$ cat src/rtl/mips_pkg.sv
// Shared MIPS front-end definitions: opcodes, fetch FSM states and the IF/ID payload.
package mips_pkg;

  localparam int unsigned INSTR_W = 32;
  localparam int unsigned OP_W    = 6;

  localparam logic [OP_W-1:0] OP_RTYPE = 6'b000000;
  localparam logic [OP_W-1:0] OP_LW    = 6'b100011;
  localparam logic [OP_W-1:0] OP_SW    = 6'b101011;
  localparam logic [OP_W-1:0] OP_BEQ   = 6'b000100;
  localparam logic [OP_W-1:0] OP_J     = 6'b000010;

  localparam logic [INSTR_W-1:0] NOP_INSTR = 32'h0;

  typedef enum logic {
    FETCH = 1'b0,
    DRAIN = 1'b1
  } fetch_state_e;

  typedef struct packed {
    logic [INSTR_W-1:0] instr;
    logic [31:0]        pc4;
  } if_id_t;

  function automatic logic [OP_W-1:0] op_of(input logic [INSTR_W-1:0] instr);
    return instr[INSTR_W-1 -: OP_W];
  endfunction

endpackage

$ cat src/rtl/fetch_stage_if_id_reg.sv
// IF/ID pipeline register with a one-entry skid buffer that absorbs a word acked during a stall.
// Build option FETCH_PERF_EN adds a counter of words loaded into IF/ID.
module if_id_reg
  import mips_pkg::*;
(
  input  logic        clk,
  input  logic        rst,
  input  logic        load,
  input  logic        stall,
  input  logic        flush,
  input  if_id_t      word,
  output logic        valid,
  output if_id_t      entry,
  output logic        valid_nxt_c,
  output logic        skid_nxt_c,
  output logic [31:0] fetch_count
);

  if_id_t entry_q, entry_d;
  if_id_t skid_q, skid_d;
  logic   valid_q, valid_d;
  logic   skid_valid_q, skid_valid_d;
  logic   hold;

  assign hold = valid_q && stall;

  // Flush beats everything; a held entry parks new data in the skid; otherwise skid drains first.
  always_comb begin
    entry_d      = entry_q;
    skid_d       = skid_q;
    valid_d      = valid_q;
    skid_valid_d = skid_valid_q;
    if (flush) begin
      valid_d      = 1'b0;
      skid_valid_d = 1'b0;
    end else if (hold) begin
      if (load) begin
        skid_d       = word;
        skid_valid_d = 1'b1;
      end
    end else if (skid_valid_q) begin
      entry_d      = skid_q;
      valid_d      = 1'b1;
      skid_valid_d = 1'b0;
    end else if (load) begin
      entry_d = word;
      valid_d = 1'b1;
    end else begin
      valid_d = 1'b0;
    end
  end

  always_ff @(posedge clk or posedge rst) begin
    if (rst) begin
      entry_q      <= '{instr: NOP_INSTR, pc4: 32'h0};
      skid_q       <= '{instr: NOP_INSTR, pc4: 32'h0};
      valid_q      <= 1'b0;
      skid_valid_q <= 1'b0;
    end else begin
      entry_q      <= entry_d;
      skid_q       <= skid_d;
      valid_q      <= valid_d;
      skid_valid_q <= skid_valid_d;
    end
  end

  assign valid       = valid_q;
  assign entry       = entry_q;
  assign valid_nxt_c = valid_d;
  assign skid_nxt_c  = skid_valid_d;

`ifdef FETCH_PERF_EN
  logic [31:0] fetch_count_q, fetch_count_d;
  logic        loaded;

  // A word counts once, when it lands in IF/ID (directly or out of the skid).
  assign loaded = !flush && !hold && (skid_valid_q || load);

  always_comb begin
    fetch_count_d = fetch_count_q;
    if (loaded) fetch_count_d = fetch_count_q + 32'd1;
  end

  always_ff @(posedge clk or posedge rst) begin
    if (rst) fetch_count_q <= 32'h0;
    else     fetch_count_q <= fetch_count_d;
  end

  assign fetch_count = fetch_count_q;
`else
  assign fetch_count = 32'h0;
`endif

endmodule

$ cat src/rtl/fetch_stage.sv
// MIPS instruction-fetch stage: PC, imem req/ack handshake, redirect/drain FSM, IF/ID fill.
// Build option FETCH_PERF_EN enables the fetch_count performance counter.
module fetch_stage
  import mips_pkg::*;
#(
  parameter int unsigned       ADDR_W   = 32,
  parameter logic [ADDR_W-1:0] RESET_PC = '0
) (
  input  logic              clk,
  input  logic              rst,
  output logic              imem_req,
  output logic [ADDR_W-1:0] imem_addr,
  input  logic              imem_ack,
  input  logic [31:0]       imem_rdata,
  input  logic              stall,
  input  logic              branch_taken,
  input  logic [ADDR_W-1:0] branch_target,
  input  logic              jump,
  input  logic [25:0]       jump_target,
  output logic              if_id_valid,
  output logic [31:0]       if_id_instr,
  output logic [5:0]        if_id_op,
  output logic [ADDR_W-1:0] if_id_pc4,
  output logic [31:0]       fetch_count
);

  fetch_state_e      state_q, state_d;
  logic [ADDR_W-1:0] pc_q, pc_d;
  logic [ADDR_W-1:0] addr_q, addr_d;
  logic              req_q, req_d;

  logic              ack_acc;
  logic              redirect;
  logic              pending;
  logic [ADDR_W-1:0] redirect_pc;
  logic              load_word;
  logic              flush;
  logic              valid_nxt_c;
  logic              skid_nxt_c;
  if_id_t            word;
  if_id_t            entry;

  assign ack_acc  = req_q && imem_ack;
  assign pending  = req_q && !imem_ack;
  assign redirect = jump || branch_taken;

  // Jump wins over branch; targets always land word-aligned.
  assign redirect_pc = jump ? ADDR_W'({if_id_pc4[ADDR_W-1 -: 4], jump_target, 2'b00})
                            : (branch_target & ~ADDR_W'(3));

  // Data-path controls for IF/ID; kept apart from next-state logic to avoid a feedback through the sub-module.
  always_comb begin
    load_word = 1'b0;
    flush     = 1'b0;
    case (state_q)
      FETCH: begin
        if (redirect)     flush     = 1'b1;
        else if (ack_acc) load_word = 1'b1;
      end
      DRAIN: begin
        if (redirect) flush = 1'b1;
      end
      default: flush = 1'b1;
    endcase
  end

  assign word = '{instr: imem_rdata, pc4: pc_q + ADDR_W'(4)};

  always_comb begin
    state_d = state_q;
    pc_d    = pc_q;
    addr_d  = addr_q;
    req_d   = req_q;
    case (state_q)
      FETCH: begin
        if (redirect) begin
          pc_d  = redirect_pc;
          req_d = 1'b1;
          if (pending) state_d = DRAIN;
          else         addr_d  = redirect_pc;
        end else if (pending) begin
          req_d = 1'b1;
        end else begin
          if (ack_acc) pc_d = pc_q + ADDR_W'(4);
          addr_d = pc_d;
          req_d  = !skid_nxt_c && !(valid_nxt_c && stall);
        end
      end
      DRAIN: begin
        // Old address stays on the bus until its ack; only the target pc moves.
        req_d = 1'b1;
        if (redirect) pc_d = redirect_pc;
        if (ack_acc) begin
          state_d = FETCH;
          addr_d  = pc_d;
        end
      end
      default: begin
        state_d = FETCH;
        req_d   = 1'b0;
      end
    endcase
  end

  always_ff @(posedge clk or posedge rst) begin
    if (rst) begin
      state_q <= FETCH;
      pc_q    <= RESET_PC;
      addr_q  <= RESET_PC;
      req_q   <= 1'b0;
    end else begin
      state_q <= state_d;
      pc_q    <= pc_d;
      addr_q  <= addr_d;
      req_q   <= req_d;
    end
  end

  if_id_reg u_if_id_reg (
    .clk         (clk),
    .rst         (rst),
    .load        (load_word),
    .stall       (stall),
    .flush       (flush),
    .word        (word),
    .valid       (if_id_valid),
    .entry       (entry),
    .valid_nxt_c (valid_nxt_c),
    .skid_nxt_c  (skid_nxt_c),
    .fetch_count (fetch_count)
  );

  assign imem_req    = req_q;
  assign imem_addr   = addr_q;
  assign if_id_instr = entry.instr;
  assign if_id_op    = op_of(entry.instr);
  assign if_id_pc4   = entry.pc4;

endmodule

$ cat config.mk
export PLATFORM = sky130hd
export DESIGN_NAME = fetch_stage
export DESIGN_NICKNAME = d
export VERILOG_FILES = /design/src/rtl/mips_pkg.sv /design/src/rtl/fetch_stage_if_id_reg.sv /design/src/rtl/fetch_stage.sv
export SDC_FILE = /design/constraint.sdc
export NUM_CORES = 1
export LEC_CHECK = 0
export CELL_PAD_IN_SITES_DETAIL_PLACEMENT = 0
export CELL_PAD_IN_SITES_GLOBAL_PLACEMENT = 1
export CORE_UTILIZATION = 52
export DETAILED_ROUTE_END_ITERATION = 8
export DONT_BUFFER_PORTS = 1
export PLACE_DENSITY_LB_ADDON = 0.1
export SYNTH_ARGS = -nofsm -noshare
export SYNTH_HDL_FRONTEND = slang
export SYNTH_SLANG_ARGS = --single-unit
$ cat constraint.sdc
create_clock -name clk -period 10.5 [get_ports clk]
set_input_delay 2.1 -clock clk [delete_from_list [all_inputs] [get_ports clk]]
set_output_delay 2.1 -clock clk [all_outputs]
set_load 0.01 [all_outputs]
## Word-level counts from Yosys, hierarchy flattened

Cells that the tools add are included.

- $add $sub $neg: 1
- $mul: 0
- Div/mod/pow operators: 0
- Magnitude comparators: 0
- Eq/ne operators: 3
- Shifts and indexed selects: 0
- Multiplexer cells: 30
- Bitwise gates (word level): 3
- Reductions and logical operators: 13

Operators by type and width:

| operator | number |
|---|---|
| $mux 32 | 8 |
| $mux 64 | 2 |
| $pmux 32 s2 | 2 |
| $add 32x3->32 const B | 1 |
| $mux 1 | 16 |
| $reduce_and 3->1 | 2 |
| $logic_and 1x1->1 | 5 |
| $pmux 1 s2 | 2 |
| $logic_not 1->1 | 3 |
| $ne 3x3->1 const B | 1 |
| $not 1->1 | 3 |
| $ne 2x1->1 const B | 1 |
| $ne 2x2->1 const B | 1 |
| $reduce_and 2->1 | 1 |
| $reduce_bool 2->1 | 1 |
| $logic_or 1x1->1 | 1 |

- Bits in registers: 196
- Bits in latches: 0
- Bits in writable memories: 0
- Memory bits (read-only): 0
- Bits of input ports: 96
- Output and inout bits: 136
- Logic and storage cells: 60
- Memories: 0

## Depth between registers and ports, before layout

- Word-level depth: 14
- Depth in mapped cells: 9
- Depth with buffers taken out: 6

## Modules after synthesis

A second synthesis with hierarchy kept.

- Cells, all modules: 786
- Area total of the unflattened synthesis: 9701.8 um^2

By module, submodules not included:

| module | instances | cells each | area an instance (um^2) | seq. area each (um^2) |
|---|---|---|---|---|
| if_id_reg | 1 | 382 | 5845.6 | 3253.1 |
| fetch_stage | 1 | 404 | 3856.2 | 1651.6 |

## Least setup slack after synthesis

OpenSTA, ideal clock, no wires.

- Path kind: input port to flip-flop
- From: in branch_taken
- To: reg u_if_id_reg.skid_q[11] (netlist name)
- Library setup time: 0.137 ns
- Arrival: 3.571 ns
- Data required time: 10.363 ns
- Path slack: 6.792 ns
- Cell stages on the path: 6
- Path buffers: 3
- Cell sequence: clkbuf_1 -> or2_2 -> nor3_1 -> clkbuf_1 -> clkbuf_1 -> a21oi_1

- Word-level cells in the longest chain between the ends: 4
- Elaborated cells between the ends (all ways): 6
- Those cells by class: mux (3); bitwise (1); reduce/logical (2)

RTL lines:

| element | RTL line | text |
|---|---|---|
| start, declared | fetch_stage.sv:16 | `input logic branch_taken,` |
| $logic_or 1x1->1 (*) | fetch_stage.sv:45 | `assign redirect = jump \|\| branch_taken;` |
| $mux 1 (on tied branches) | fetch_stage.sv:57, fetch_stage.sv:61 |  |
| $mux 1 / $not 1->1 (equally long branches) | n/a |  |
| $reduce_and 3->1 (no source line) (*) | n/a |  |
| end signal, assigned | fetch_stage_if_id_reg.sv:56 | `skid_q <= '{instr: NOP_INSTR, pc4: 32'h0};` |
| end signal, assigned | fetch_stage_if_id_reg.sv:61 | `skid_q <= skid_d;` |
| end, declared | fetch_stage_if_id_reg.sv:20 | `if_id_t skid_q, skid_d;` |

Every way passes the cells marked *; elsewhere a longest branch is shown, timed or not.
A chain may end at the register's enable or synchronous reset.

## Worst setup path after layout

- From: in imem_ack
- To: reg u_if_id_reg.skid_q[27] (netlist name)

- Word-level cells in the longest chain between the ends: 5

RTL lines:

| element | RTL line | text |
|---|---|---|
| start, declared | fetch_stage.sv:13 | `input logic imem_ack,` |
| $logic_and 1x1->1 | fetch_stage.sv:43 | `assign ack_acc = req_q && imem_ack;` |
| $mux 1 | fetch_stage.sv:58 | `else if (ack_acc) load_word = 1'b1;` |
| $mux 1 | fetch_stage.sv:57 | `if (redirect) flush = 1'b1;` |
| $mux 1 | fetch_stage.sv:55 | `case (state_q)` |
| $reduce_and 3->1 (no source line) | n/a |  |

No other way between the ends.

==> results.toml <==
[status]
status = "finished clean"

[clock_tree]
clk-insertion-delay-late_ns = 0.43
cts_resized = 0
clk_transition_reported_paths_ns = 0.07
cts_setup_buffers = 0
clockRootBuffer = "clkbuf_16"
hold_buffers = 0
cts_tree = "done"
cts_made_buffers = 17
clock_sinks = 196
cts_buffer_depth = 2
h-tree-depth = 4

[hold_path]
hp-class = "reg2reg"
hp-start = "u_if_id_reg.skid_q[10]"
min_to = "u_if_id_reg.skid_q[10]"
whs_path_depth = 2

[worst_setup_path]
arrival_ns = 4.10
crit_path_start_kind = "input port"
rr_worst_depth = 6
worstReg2RegStart = "pc_q[2]"
criticalPathCategory = "in2reg"
required_ns = 10.81
critPathMaxFanout = 70
end_kind = "flip-flop"
r2r-end = "imem_addr[26]"
rrSetupSlack_ns = 7.10

[sta]
rsz0062_at_grt = "no"
fin_ws_ns = 6.71
period_share = 0.361
fin_skew_ns = 0.0134
hold_viol_final = 0
tightestPinTransition_ns = 1.06
setup_viol = 0
slew_headroom = 0.295
fin_setup_tns_ns = 0
timing.hold.ws_ns = 0.470
maxSlewViolCount = 0
period_minus_slack_ns = 3.79
max_freq_ghz = 0.264

[finish]
areaGrowthSynthToFinish_pct = 5.95
design_area_um2 = 9930
drive_gt1_frac = 0.0709
n_fill_cell = 1575
multi_input_area_um2 = 4030
nets = 1044
seq_area_um2 = 4910
n_antenna_cell = 0

[die]
start_util = 0.536
core_um2 = 17500
die_area_um2 = 18600
dieHeight_um = 136
die_w_um = 136
io_pins = 232
std_cell_rows = 48

[power_and_ir_drop]
switchingPower_w = 0.000528
leakagePower_nw = 4.34
seqPwrFrac = 0.528
clockPowerShare = 0.370
power-per-cell-area_nw_per_um2 = 188
internal_power_w = 0.00134
irDropWorstVdd_mv = 0.114
p_sw_frac = 0.282
combPwrFrac = 0.102

[global_route]
grt_max_degree = 114
grt_antenna_before_repair = 0
grt_usage = 0.249
first_global_vias = 6617
overflow = 0
grt_pass1_wl_um = 35400

[flow_run]
cap_violations = 0

[detailed_routing]
drt_wl_total_um = 22700
ant_nets = 0
drt_iter0_drc = 435
drc = 0
viasPerCell = 5.76
dr.pass1.iters = 5
avgRoutedWirePerCell_um = 19.2
vias = 6817

[place]
pre_cts_slack_ns = 6.27
place_congestion = 0.926
placed_area_um2 = 9310
port_buffers = 0
dp_hpwl_um = 15300

[logic_synthesis]
synth_top_cell_by_area = "dfrtp_1"
synth_seq_cells = 196
async_reset_ff_frac = 1.00
avgSynthCellArea_um2 = 9.44
syn-cell-area_um2 = 9380
synthTopCellsByArea = "dfrtp_1 (52%), nand2_1 (9.6%), o21ai_0 (5.2%)"
synth_edf_count = 0
seq_area_frac_synth = 0.523
yosysTopAreaCellShare = 0.523
yosys_warnings = 0
syn_inst = 993
synthDistinctLibCells = 53
synth_ff_type = "dfrtp_1"
## layout make-up
cell class / instances / area share
tap: 225 / 0.0283
clock inverter: 11 / 0.0175
multi-input combinational: 717 / 0.405
timing repair buffer: 9 / 0.00680
inverter: 6 / 0.00302
clock buffer: 20 / 0.0450
sequential: 196 / 0.494
## cells in the final DEF (no fill, tap or decap), drive strengths merged, types with 20 or more instances in the layout
cell type  Yosys  layout
mux2i         42      42
nand2        239     239
conb           1      32
dfrtp        196     196
a22oi         22      22
xnor2         27      27
clkbuf        54      20
o21ai         99      99
nor2          47      47
nand3         25      25
## layer usage
| metal | up-vias | GRT usage | wire length (um) |
|---|---|---|---|
| li1 | 3264 | - | - |
| met1 | 3303 | 0.329 | 9890 |
| met2 | 235 | 0.391 | 10600 |
| met3 | 15 | 0.0865 | 2030 |
| met4 | 0 | 0.0617 | 192 |
| met5 | - | 0 | 0 |
## power by group through the flow
stage	clock, W	sequential [W]	combinational, W
final	0.000692	0.000986	0.000190
after global routing	0.000733	0.00100	0.000220
after CTS	0.000703	0.000988	0.000192
after detailed placement	0	0.00100	0.000192
after global placement	0	0.000999	0.000184
after floorplan	0	0.000961	0.000180
## worst max-delay path, stage by stage
cell	delay (ns)
nand3b_1	0.61
nor2_1	0.53
nand3_2	0.10
buf_4	0.35
nor3b_1	0.30
nor2_1	0.07
## cells by family after synthesis
| kind of cell | count (synthesis) | synth area share |
|---|---|---|
| compound gates | 189 | 0.122 |
| xor+xnor | 45 | 0.0420 |
| fa+ha+maj | 1 | 0.00133 |
| buf+inv | 111 | 0.0614 |
| flops | 196 | 0.523 |
| mux | 61 | 0.0677 |
| other cells | 1 | 0.000400 |
| simple gates | 389 | 0.182 |
## state kept, by name, summed over array words and instances (netlist names)
name,flops
state_q,1
u_if_id_reg.entry,64
u_if_id_reg.skid_valid_q,1
pc_q,32
imem_req,1
imem_addr,32
u_if_id_reg.skid_q,64
u_if_id_reg.valid,1
## synthesized netlist by cell type (3+ instances only)
cell	instances
a21oi_1	18
a22oi_1	22
a31oi_1	6
and2_1	7
and3_1	3
buf_1	6
buf_2	6
buf_4	38
clkbuf_1	53
dfrtp_1	196
inv_1	5
mux2_2	19
mux2i_1	42
nand2_1	239
nand3_1	24
nand4_1	18
nor2_1	47
nor2b_1	3
nor3_1	10
nor3b_1	6
nor4_1	14
o211ai_1	10
o21ai_0	98
o221ai_1	12
o22ai_1	4
o31a_1	4
o31ai_1	3
or2_2	4
or3_1	3
xnor2_1	27
xor2_1	18
## worst max path at each step
stage,from,cells after the start,slack (ns),end
CTS,imem_ack,6,6.71,u_if_id_reg.skid_q[27]
global route,imem_ack,6,6.54,u_if_id_reg.skid_q[27]
finish,imem_ack,6,6.71,u_if_id_reg.skid_q[27]
global placement,imem_ack,6,6.28,u_if_id_reg.skid_q[27]
detailed placement,imem_ack,6,6.27,u_if_id_reg.skid_q[27]
floorplan,rst,1,3.06,imem_addr[0]
## stage by stage
| stage | power, W | util | instances |
|---|---|---|---|
| detailed placement | 0.00119 | 0.533 | 1153 |
| global placement | 0.00118 | 0.533 | 1153 |
| global route | 0.00196 | 0.568 | 1184 |
| floorplan | 0.00114 | - | 1024 |
| CTS | 0.00188 | 0.568 | 1184 |
| finish | 0.00187 | 0.568 | 1184 |
(Power assumes the default switching activity.)
